===== src/rtl/alu_pkg.sv =====
// alu_pkg: operation codes and FSM states shared by the ALU control and execute units
package alu_pkg;
    localparam logic [3:0] ALU_AND = 4'b0000;
    localparam logic [3:0] ALU_OR  = 4'b0001;
    localparam logic [3:0] ALU_ADD = 4'b0010;
    localparam logic [3:0] ALU_SUB = 4'b0110;
    localparam logic [3:0] ALU_SLT = 4'b0111;
    localparam logic [3:0] ALU_MUL = 4'b1000;
    typedef enum logic {S_IDLE, S_MUL} state_t;
endpackage


===== src/rtl/alu_exec_unit_if.sv =====
// alu_exec_if: operand/result valid-ready bundle between the front end and the execute ALU
interface alu_exec_if #(parameter int WIDTH = 32) ();
    logic             in_valid;
    logic             in_ready;
    logic [3:0]       alu_ctrl;
    logic [WIDTH-1:0] op_a;
    logic [WIDTH-1:0] op_b;
    logic             out_valid;
    logic             out_ready;
    logic [WIDTH-1:0] result;
    logic             zero;
    logic             busy;
    modport master (output in_valid, alu_ctrl, op_a, op_b, out_ready,
                    input in_ready, out_valid, result, zero, busy);
    modport slave (input in_valid, alu_ctrl, op_a, op_b, out_ready,
                   output in_ready, out_valid, result, zero, busy);
endinterface


===== src/rtl/alu_mul_seq.sv =====
// alu_mul_seq: iterative shift-add multiplier, one partial product per cycle, done on the last step
module alu_mul_seq #(parameter int WIDTH = 32) (
    input  logic             clk,
    input  logic             rst,
    input  logic             start,
    input  logic [WIDTH-1:0] a,
    input  logic [WIDTH-1:0] b,
    output logic             done,
    output logic [WIDTH-1:0] product
);
    localparam int CW = $clog2(WIDTH);
    logic             run_q, run_d;
    logic [CW-1:0]    cnt_q, cnt_d;
    logic [WIDTH-1:0] a_q, a_d, b_q, b_d, acc_q, acc_d;
    always_comb begin
        product = acc_q + (b_q[0] ? a_q : '0);
        done    = run_q && cnt_q == CW'(WIDTH - 1);
        run_d   = start || (run_q && !done);
        cnt_d   = start ? '0 : run_q ? cnt_q + CW'(1) : cnt_q;
        a_d     = start ? a : run_q ? a_q << 1 : a_q;
        b_d     = start ? b : run_q ? b_q >> 1 : b_q;
        acc_d   = start ? '0 : run_q ? product : acc_q;
    end
    always_ff @(posedge clk) begin
        if (rst) begin
            run_q <= 1'b0;
            cnt_q <= '0;
            a_q   <= '0;
            b_q   <= '0;
            acc_q <= '0;
        end else begin
            run_q <= run_d;
            cnt_q <= cnt_d;
            a_q   <= a_d;
            b_q   <= b_d;
            acc_q <= acc_d;
        end
    end
endmodule


===== src/rtl/alu_exec_unit.sv =====
// alu_exec_unit: execute-stage ALU with registered result/zero, valid-ready on both sides, sequential MUL
module alu_exec_unit import alu_pkg::*; #(parameter int WIDTH = 32) (
    input logic       clk,
    input logic       rst,
    alu_exec_if.slave bus
);
    state_t           state_q, state_d;
    logic             out_valid_q, out_valid_d, zero_q, zero_d;
    logic [WIDTH-1:0] result_q, result_d, simple, product;
    logic             accept, is_mul, mul_done, load_simple, load_mul;
    assign bus.in_ready  = state_q == S_IDLE && (!out_valid_q || bus.out_ready);
    assign bus.out_valid = out_valid_q;
    assign bus.result    = result_q;
    assign bus.zero      = zero_q;
    assign bus.busy      = state_q == S_MUL;
    alu_mul_seq #(.WIDTH(WIDTH)) u_mul (
        .clk(clk), .rst(rst), .start(accept && is_mul),
        .a(bus.op_a), .b(bus.op_b), .done(mul_done), .product(product)
    );
    always_comb begin
        is_mul      = bus.alu_ctrl == ALU_MUL;
        accept      = bus.in_valid && bus.in_ready;
        simple      = bus.alu_ctrl == ALU_ADD ? bus.op_a + bus.op_b :
                      bus.alu_ctrl == ALU_SUB ? bus.op_a - bus.op_b :
                      bus.alu_ctrl == ALU_AND ? bus.op_a & bus.op_b :
                      bus.alu_ctrl == ALU_OR  ? bus.op_a | bus.op_b :
                      bus.alu_ctrl == ALU_SLT ? WIDTH'($signed(bus.op_a) < $signed(bus.op_b)) :
                      '0;
        load_simple = accept && !is_mul;
        load_mul    = state_q == S_MUL && mul_done;
        result_d    = load_simple ? simple : load_mul ? product : result_q;
        zero_d      = (load_simple || load_mul) ? result_d == '0 : zero_q;
        out_valid_d = load_simple || load_mul || (out_valid_q && !bus.out_ready);
        state_d     = accept && is_mul ? S_MUL : load_mul ? S_IDLE : state_q;
    end
    always_ff @(posedge clk) begin
        if (rst) begin
            state_q     <= S_IDLE;
            out_valid_q <= 1'b0;
            result_q    <= '0;
            zero_q      <= 1'b0;
        end else begin
            state_q     <= state_d;
            out_valid_q <= out_valid_d;
            result_q    <= result_d;
            zero_q      <= zero_d;
        end
    end
endmodule


===== src/flat_wrapper.sv =====
// flat-port wrapper written by rule: the top's interface ports become plain ports
module alu_exec_unit_flat import alu_pkg::*;
#(parameter int WIDTH = 32)
  (clk, rst, bus_in_valid, bus_alu_ctrl, bus_op_a, bus_op_b, bus_out_ready, bus_in_ready, bus_out_valid, bus_result, bus_zero, bus_busy);
  alu_exec_if #(.WIDTH(WIDTH)) bus_i ();
  input logic clk;
  input logic rst;
  input wire logic [$bits(bus_i.in_valid)-1:0] bus_in_valid;
  input wire logic [$bits(bus_i.alu_ctrl)-1:0] bus_alu_ctrl;
  input wire logic [$bits(bus_i.op_a)-1:0] bus_op_a;
  input wire logic [$bits(bus_i.op_b)-1:0] bus_op_b;
  input wire logic [$bits(bus_i.out_ready)-1:0] bus_out_ready;
  output wire logic [$bits(bus_i.in_ready)-1:0] bus_in_ready;
  output wire logic [$bits(bus_i.out_valid)-1:0] bus_out_valid;
  output wire logic [$bits(bus_i.result)-1:0] bus_result;
  output wire logic [$bits(bus_i.zero)-1:0] bus_zero;
  output wire logic [$bits(bus_i.busy)-1:0] bus_busy;
  assign bus_i.in_valid = bus_in_valid;
  assign bus_i.alu_ctrl = bus_alu_ctrl;
  assign bus_i.op_a = bus_op_a;
  assign bus_i.op_b = bus_op_b;
  assign bus_i.out_ready = bus_out_ready;
  assign bus_in_ready = bus_i.in_ready;
  assign bus_out_valid = bus_i.out_valid;
  assign bus_result = bus_i.result;
  assign bus_zero = bus_i.zero;
  assign bus_busy = bus_i.busy;
  alu_exec_unit #(.WIDTH(WIDTH)) u_core (.clk(clk), .rst(rst), .bus(bus_i));
endmodule

===== config.mk =====
export PLATFORM = sky130hd
export DESIGN_NAME = alu_exec_unit_flat
export DESIGN_NICKNAME = d
export VERILOG_FILES = /design/src/rtl/alu_pkg.sv /design/src/rtl/alu_exec_unit_if.sv /design/src/rtl/alu_mul_seq.sv /design/src/rtl/alu_exec_unit.sv /design/src/flat_wrapper.sv
export SDC_FILE = /design/constraint.sdc
export NUM_CORES = 1
export LEC_CHECK = 0
export CAP_MARGIN = 5
export CORE_UTILIZATION = 57
export DETAILED_ROUTE_END_ITERATION = 10
export PLACE_DENSITY_LB_ADDON = 0.15
export SETUP_SLACK_MARGIN = 0.15
export SLEW_MARGIN = 15
export SYNTH_ARGS = -nofsm -noshare
export SYNTH_HDL_FRONTEND = slang
export SYNTH_SLANG_ARGS = --single-unit

===== constraint.sdc =====
create_clock -name clk -period 6.2 [get_ports clk]
set_input_delay 1.24 -clock clk [delete_from_list [all_inputs] [get_ports clk]]
set_output_delay 1.24 -clock clk [all_outputs]
set_load 0.005 [all_outputs]

==> results.md, run 1 <==
* Status: completed
* Initial antenna violation count at 2
* Die ar. at 23,600 um2
* GPL Wtd Cong at 1.02
* Final instance area at 14,800 um2
* Static Leak at 0.00595 uW
* Drt total wl at 45,500 um
* Yosys Warn Count at 0
* Cell-internal power at 1700 uW
* CTS Hold Buffers Added at 0
* DRC errors left at 0
* Setup TNS at 0 ns
* Placement-stage cell area at 14,200 um2
* NumNets Final at 1,951
* Port Buffers at 107
* Clock root cell: clkbuf_16
* CTS max path bufs at 2
* Max frequency at 205 MHz
* Post-DRT Antenna Nets at 0
* H-tree depth at 4
* Clk sinks at 137
* Post-synth ARST share at 0%
* Most common cell after layout, fill and taps aside: nor2_1
* Number of synthesized flops with an enable pin at 0
* Comb pwr share at 26.0%
* Critical Path End Type: register
* Crit path max fanout at 14
* Critical Path AT at 5.25 ns
* RSZ-0062 raised after global routing: no
* Area of the core at 22,600 um2
* Largest net degree at the start of global routing at 86
* Final setup violation count at 0
* Sequential share of the synthesized area at 20.9%
* Final count of pins violating max slew at 0
* Startpoint Class: input pin
* TritonCTS Buffers at 17
* VDD IR max at 157 uV
* Vias at 13,300
* Count of cell types in the netlist at 89
* Largest stage delay, worst path at 0.69 ns
* P&R area growth vs syn at 13.2%
* Post-synthesis instance total at 1,711
* Fill cells at 1,972
* Reg power frac at 34.5%
* Worst hold path type: reg2reg
* Multi-input gate area at 9510 um2
* Vias/cell at 6.50
* Slew @ Worst Pin at 0.984 ns
* Drt first pass iters at 5
* Initial Util at 58.0%
* Post-CTS Setup Bufs at 0
* # IOs at 108
* Clock transition at path regs at 0.07 ns
* Worst-Skew Late Latency at 0.44 ns
* Worst path cell trace: clkdlybuf4s50_1 > or4b_1 > nand3_1 > nor2_1 > a211oi_1 > nand4_1 > nor4b_1 > nand4_1 > nor4_4 > nand2_1 > o21ai_1
* Sequential cell area at 2750 um2
* Commonest non-fill, non-tap cells in the layout: nor2_1 (217), dfxtp_1 (136), ha_1 (129)
* Switching Share at 36.4%
* WP buf/inv at 1
* Diode count at 0
* CTS tree: built
* Clock network fraction of total power at 39.5%
* Skew final at 0.0155 ns
* Die Y at 154 um
* PD cells at 180 nW/um2
* Register bit count reported by yosys at 137
* Pwr Total at 2670 uW
* Global-route wire length before repair at 69,200 um
* Max-cap violations at 0
* Final hold vios at 0
* Primary FF master, synth: dfxtp_1
* Initial DRC count at 1,524
* Worst EP required at 6.57 ns
* Period utilization at 78.7%
* Post-detail-place hpwl at 35,200 um
* Grt total ovfl at 0
* Min cycle time layout at 4.88 ns
* Net Sw Power at 974 uW
* Crit path max-delay family: simple AND/OR/NAND/NOR gates
* Die Wd at 154 um
* Wirelength per Cell at 22.3 um
* Critical path's slowest cell: clkdlybuf4s50_1
* Row count at 55
* Number of global-route vias before repair at 12,100
* Util after Layout at 65.7%
* Relative slew slack at 34.2%
* Total track usage at 38.0%
* Syn Area/Cell at 7.65 um2
* Mapped Area at 13,100 um2
* Post-CTS sizing at 0
* Layout cells sized above 1 at 4.94%
* Net Count, Synth at 1,915
* Most common cell type on the critical path: nand4_1
* Setup CP Type: in2reg
-- Yosys cell counts (7+ instances only) --
cell type,n,share of area (%)
clkbuf_1,69,2.0
o21ai_1,12,0.46
a221oi_1,12,0.80
inv_1,117,3.4
nor4_1,11,0.53
nand2_1,106,3.0
nor2_1,217,6.2
o21a_1,11,0.63
and2_1,32,1.5
xor2_1,23,1.5
o211ai_1,24,1.4
dfxtp_1,137,21
o21bai_1,13,0.75
a2111oi_0,11,0.74
nor2b_1,25,1.2
or3_1,11,0.53
o31a_1,7,0.47
a21oi_1,112,4.3
nand3b_1,9,0.52
nor3_1,33,1.3
a21o_1,26,1.5
o21ai_0,61,2.3
ha_1,129,12
o31ai_1,15,0.86
a211oi_1,93,5.3
a22oi_1,13,0.75
buf_1,14,0.40
and3_1,9,0.43
nand4_1,20,0.96
nand3_1,35,1.3
a221o_1,8,0.61
xnor2_1,36,2.4
mux2i_1,108,8.3
buf_2,20,0.76
a31oi_1,10,0.48
nand2b_1,16,0.76
-- tightest hold or removal path: cells and delay by family, from the launching register on --
kind	cells	cell delay, ns
flops	1	0.31
simple gates	1	0.07
compound gates	1	0.06
-- cell type report --
class,count,area share (%)
tap,285,2.40
timing repair buffer,122,7.93
multi-input combinational,1351,64.1
clock inverter,15,1.17
inverter,118,2.99
clock buffer,17,2.87
sequential,137,18.5
-- through the flow --
step | hold WS, ns | setup slack (ns) | std cells
6_report | 0.497 | 1.32 | 2045
4_1_cts | 0.494 | 1.38 | 2045
5_1_grt | 0.509 | 1.09 | 2045
3_5_place_dp | 0.482 | 0.951 | 2013
2_1_floorplan | 0.461 | 2.12 | 1711
3_3_place_gp | 0.477 | 0.935 | 2013
-- kinds of logic (layout without fill, tap and decap cells) --
logic type | after synthesis | count (layout) | share of synthesized area [%]
AO/OA/AOI/OAI | 502 | 502 | 27.0
XOR/XNOR | 59 | 59 | 3.95
adder cells (fa/ha/maj) | 132 | 132 | 12.8
buffers and inverters | 223 | 272 | 6.67
flip-flops | 137 | 137 | 20.9
multiplexers | 109 | 109 | 8.34
AND/OR/NAND/NOR | 549 | 549 | 20.3
-- flip-flops by register name (all words and copies together), names as in the netlist --
| name | count |
|---|---|
| u_core.bus.result | 32 |
| u_core.u_mul.a_q | 32 |
| u_core.u_mul.acc_q | 32 |
| u_core.u_mul.b_q | 32 |
| u_core.u_mul.cnt_q | 5 |
| u_core.bus.busy | 1 |
| u_core.bus.out_valid | 1 |
| u_core.bus.zero | 1 |
| u_core.u_mul.run_q | 1 |
-- metal layers --
layer  global-route usage [%]  share of wire, %  vias to the layer above
met5                        0             0.029                        -
li1                         -                 -                     6282
met2                     56.6                43                      646
met3                     8.00                10                       78
met4                     11.4               2.4                        2
met1                     54.4                44                     6284
-- worst paths after layout --
kind / slack (ns) / to / cells past startpoint / start
worst max-delay path: 1.32 / u_core.bus.zero / 11 / bus_alu_ctrl[2]
worst min-delay path: 0.50 / u_core.u_mul.b_q[31] / 2 / u_core.u_mul.b_q[31]
worst max register to register: 1.79 / u_core.bus.zero / 16 / u_core.u_mul.b_q[0]
worst min register to register: 0.50 / u_core.u_mul.b_q[31] / 2 / u_core.u_mul.b_q[31]
-- power groups by stage --
stage	clock network (uW)	logic [uW]	registers, uW
after floorplan	0	436	931
after global placement	0	664	941
after detailed placement	0	668	941
after CTS	1060	672	921
after global routing	1090	739	923
final	1060	695	922
Power figures use the tool's default switching activity.
==> run 2: changes to the inputs <==
- clock period: 6.2 -> 5.1 ns (I/O delays scaled with it)
==> run 2 against run 1 <==
- clock power increased by 20%
- core utilization increased by 1.2 points
- die area unchanged
- critical path type unchanged
- largest power group unchanged
==> results.md, run 2 (synthesis results as in run 1) <==
* # IOs at 108 (unchanged)
* Area of the core at 22,600 um2 (unchanged)
* TritonCTS Buffers at 17 (unchanged)
* CTS tree: built (unchanged)
* Max frequency at 220 MHz
* Fill cells at 1,978 (was 1,972)
* RSZ-0062 raised after global routing: no (unchanged)
* Clock root cell: clkbuf_16 (unchanged)
* H-tree depth at 4 (unchanged)
* Post-detail-place hpwl at 36,100 um (was 35,200 um)
* Min Hold Slack at 0.494 ns (was 0.497 ns)
* Status: completed (unchanged)
* CTS max path bufs at 2 (unchanged)
* Grt total ovfl at 0 (unchanged)
* Die ar. at 23,600 um2 (unchanged)
* Global-route wire length before repair at 70,400 um (was 69,200 um)
* Row count at 55 (unchanged)
* Wirelength per Cell at 22.0 um (was 22.3 um)
* Die Wd at 154 um (unchanged)
* Final Worst Setup Slack at 0.548 ns (was 1.32 ns)
* VDD IR max at 207 uV (was 157 uV)
* NumNets Final at 1,990 (was 1,951)
* Skew final at 0.0121 ns (was 0.0155 ns)
* Util after Layout at 66.9% (was 65.7%)
* Largest net degree at the start of global routing at 71 (was 86)
* Final setup violation count at 0 (unchanged)
* PD cells at 217 nW/um2 (was 180 nW/um2)
* Max-cap violations at 0 (unchanged)
* Post-CTS Setup Bufs at 0 (unchanged)
* Most common cell after layout, fill and taps aside: nor2_1 (unchanged)
* Clock transition at path regs at 0.07 ns (about the same)
* Final count of pins violating max slew at 0 (unchanged)
* Initial antenna violation count at 1 (was 2)
* Number of global-route vias before repair at 12,400 (was 12,100)
* Vias at 13,300 (about the same)
* Worst hold path type: reg2reg (unchanged)
* P&R area growth vs syn at 15.3% (was 13.2%)
* Vias/cell at 6.39 (was 6.50)
* Post-CTS sizing at 0 (unchanged)
* Critical Path AT at 4.92 ns (was 5.25 ns)
* CTS Hold Buffers Added at 0 (unchanged)
* Initial DRC count at 1,405 (was 1,524)
* Crit path max fanout at 4 (was 14)
* Clk sinks at 137 (unchanged)
* Multi-input gate area at 9510 um2 (unchanged)
* Initial Util at 58.0% (unchanged)
* Pre-CTS WS at 0.202 ns (was 0.951 ns)
* Layout cells sized above 1 at 7.00% (was 4.94%)
* DRC errors left at 0 (unchanged)
* GPL Wtd Cong at 1.00 (was 1.02)
* Setup CP Type: in2reg (unchanged)
* Final hold vios at 0 (unchanged)
* Static Leak at 0.00614 uW (was 0.00595 uW)
* Min cycle time layout at 4.55 ns
* Port Buffers at 107 (unchanged)
* Worst EP required at 5.47 ns (was 6.57 ns)
* Setup TNS at 0 ns (unchanged)
* Period utilization at 89.3%
* Drt total wl at 45,800 um (was 45,500 um)
* Startpoint Class: input pin (unchanged)
* Drt first pass iters at 6 (was 5)
* Worst-Skew Late Latency at 0.44 ns (about the same)
* Commonest non-fill, non-tap cells in the layout: nor2_1 (217), dfxtp_1 (136), ha_1 (129) (unchanged)
* Post-DRT Antenna Nets at 0 (unchanged)
* Total track usage at 38.8% (was 38.0%)
* Critical Path End Type: register (unchanged)
* Sequential cell area at 2750 um2 (unchanged)
* Die Y at 154 um (unchanged)
* Relative slew slack at 46.6% (was 34.2%)
* Slew @ Worst Pin at 0.796 ns (was 0.984 ns)
run 2: cell count changes in the layout (fill, tap and decap cells not counted):
cell,delta
diode_2,+1
clkinvlp_4,-1
clkinv_2,+1
buf_4,+39
inv_6,+1
inv_8,+2
clkinv_8,-3
run 2: report_power, final:
part	leakage [uW]	switching (uW)	internal, uW	total [uW]
registers	0.00111	25.7	1090	1120
clock network	0.000285	616	656	1270
logic	0.00475	542	338	880
total	0.00614	1180	2090	3270
run 2: worst paths after layout:
| path | slack [ns] | cells past startpoint | start | to |
|---|---|---|---|---|
| max | 0.55 | 15 | bus_op_b[0] | u_core.bus.zero |
| min | 0.49 | 2 | u_core.u_mul.b_q[31] | u_core.u_mul.b_q[31] |
| min reg2reg | 0.49 | 2 | u_core.u_mul.b_q[31] | u_core.u_mul.b_q[31] |
| max reg2reg | 1.03 | 14 | u_core.u_mul.b_q[0] | u_core.bus.zero |
run 2: per-stage QoR:
step | power, uW | instance area [um2] | cells
5_1_grt | 3390 | 15100 | 2084
2_1_floorplan | 1660 | 13100 | 1711
3_3_place_gp | 1990 | 14500 | 2052
3_5_place_dp | 1990 | 14500 | 2052
6_report | 3270 | 15100 | 2085
4_1_cts | 3250 | 15100 | 2084
run 2: area by class of cell:
class                   count  share of cell area [%]
diodes                      1                  0.0166
flip-flops and latches    137                    18.2
well taps                 285                    2.36
multi-input cells        1351                    62.9
clock inverters            15                    1.02
repair buffers            161                    9.73
inverters                 118                    2.93
clock buffers              17                    2.82
run 2: critical path, stage by stage:
cell	delay [ns]
clkdlybuf4s50_1	0.54
ha_1	0.22
inv_1	0.06
fa_1	0.37
nand2b_1	0.18
a211oi_2	0.32
o2111ai_1	0.23
a2111oi_0	0.70
o21ai_0	0.16
a22oi_1	0.26
mux2i_1	0.12
a211o_1	0.29
nor4_1	0.26
nand2_1	0.08
o21ai_1	0.12
run 2: routing by layer:
layer  global-route usage, %  vias to the layer above  part of all wire (%)
met5                       0                        -                     0
met4                    10.1                        0                   2.3
met3                    11.3                       66                    10
met2                    58.1                      586                    42
met1                    53.9                     6308                    45
li1                        -                     6357                     -
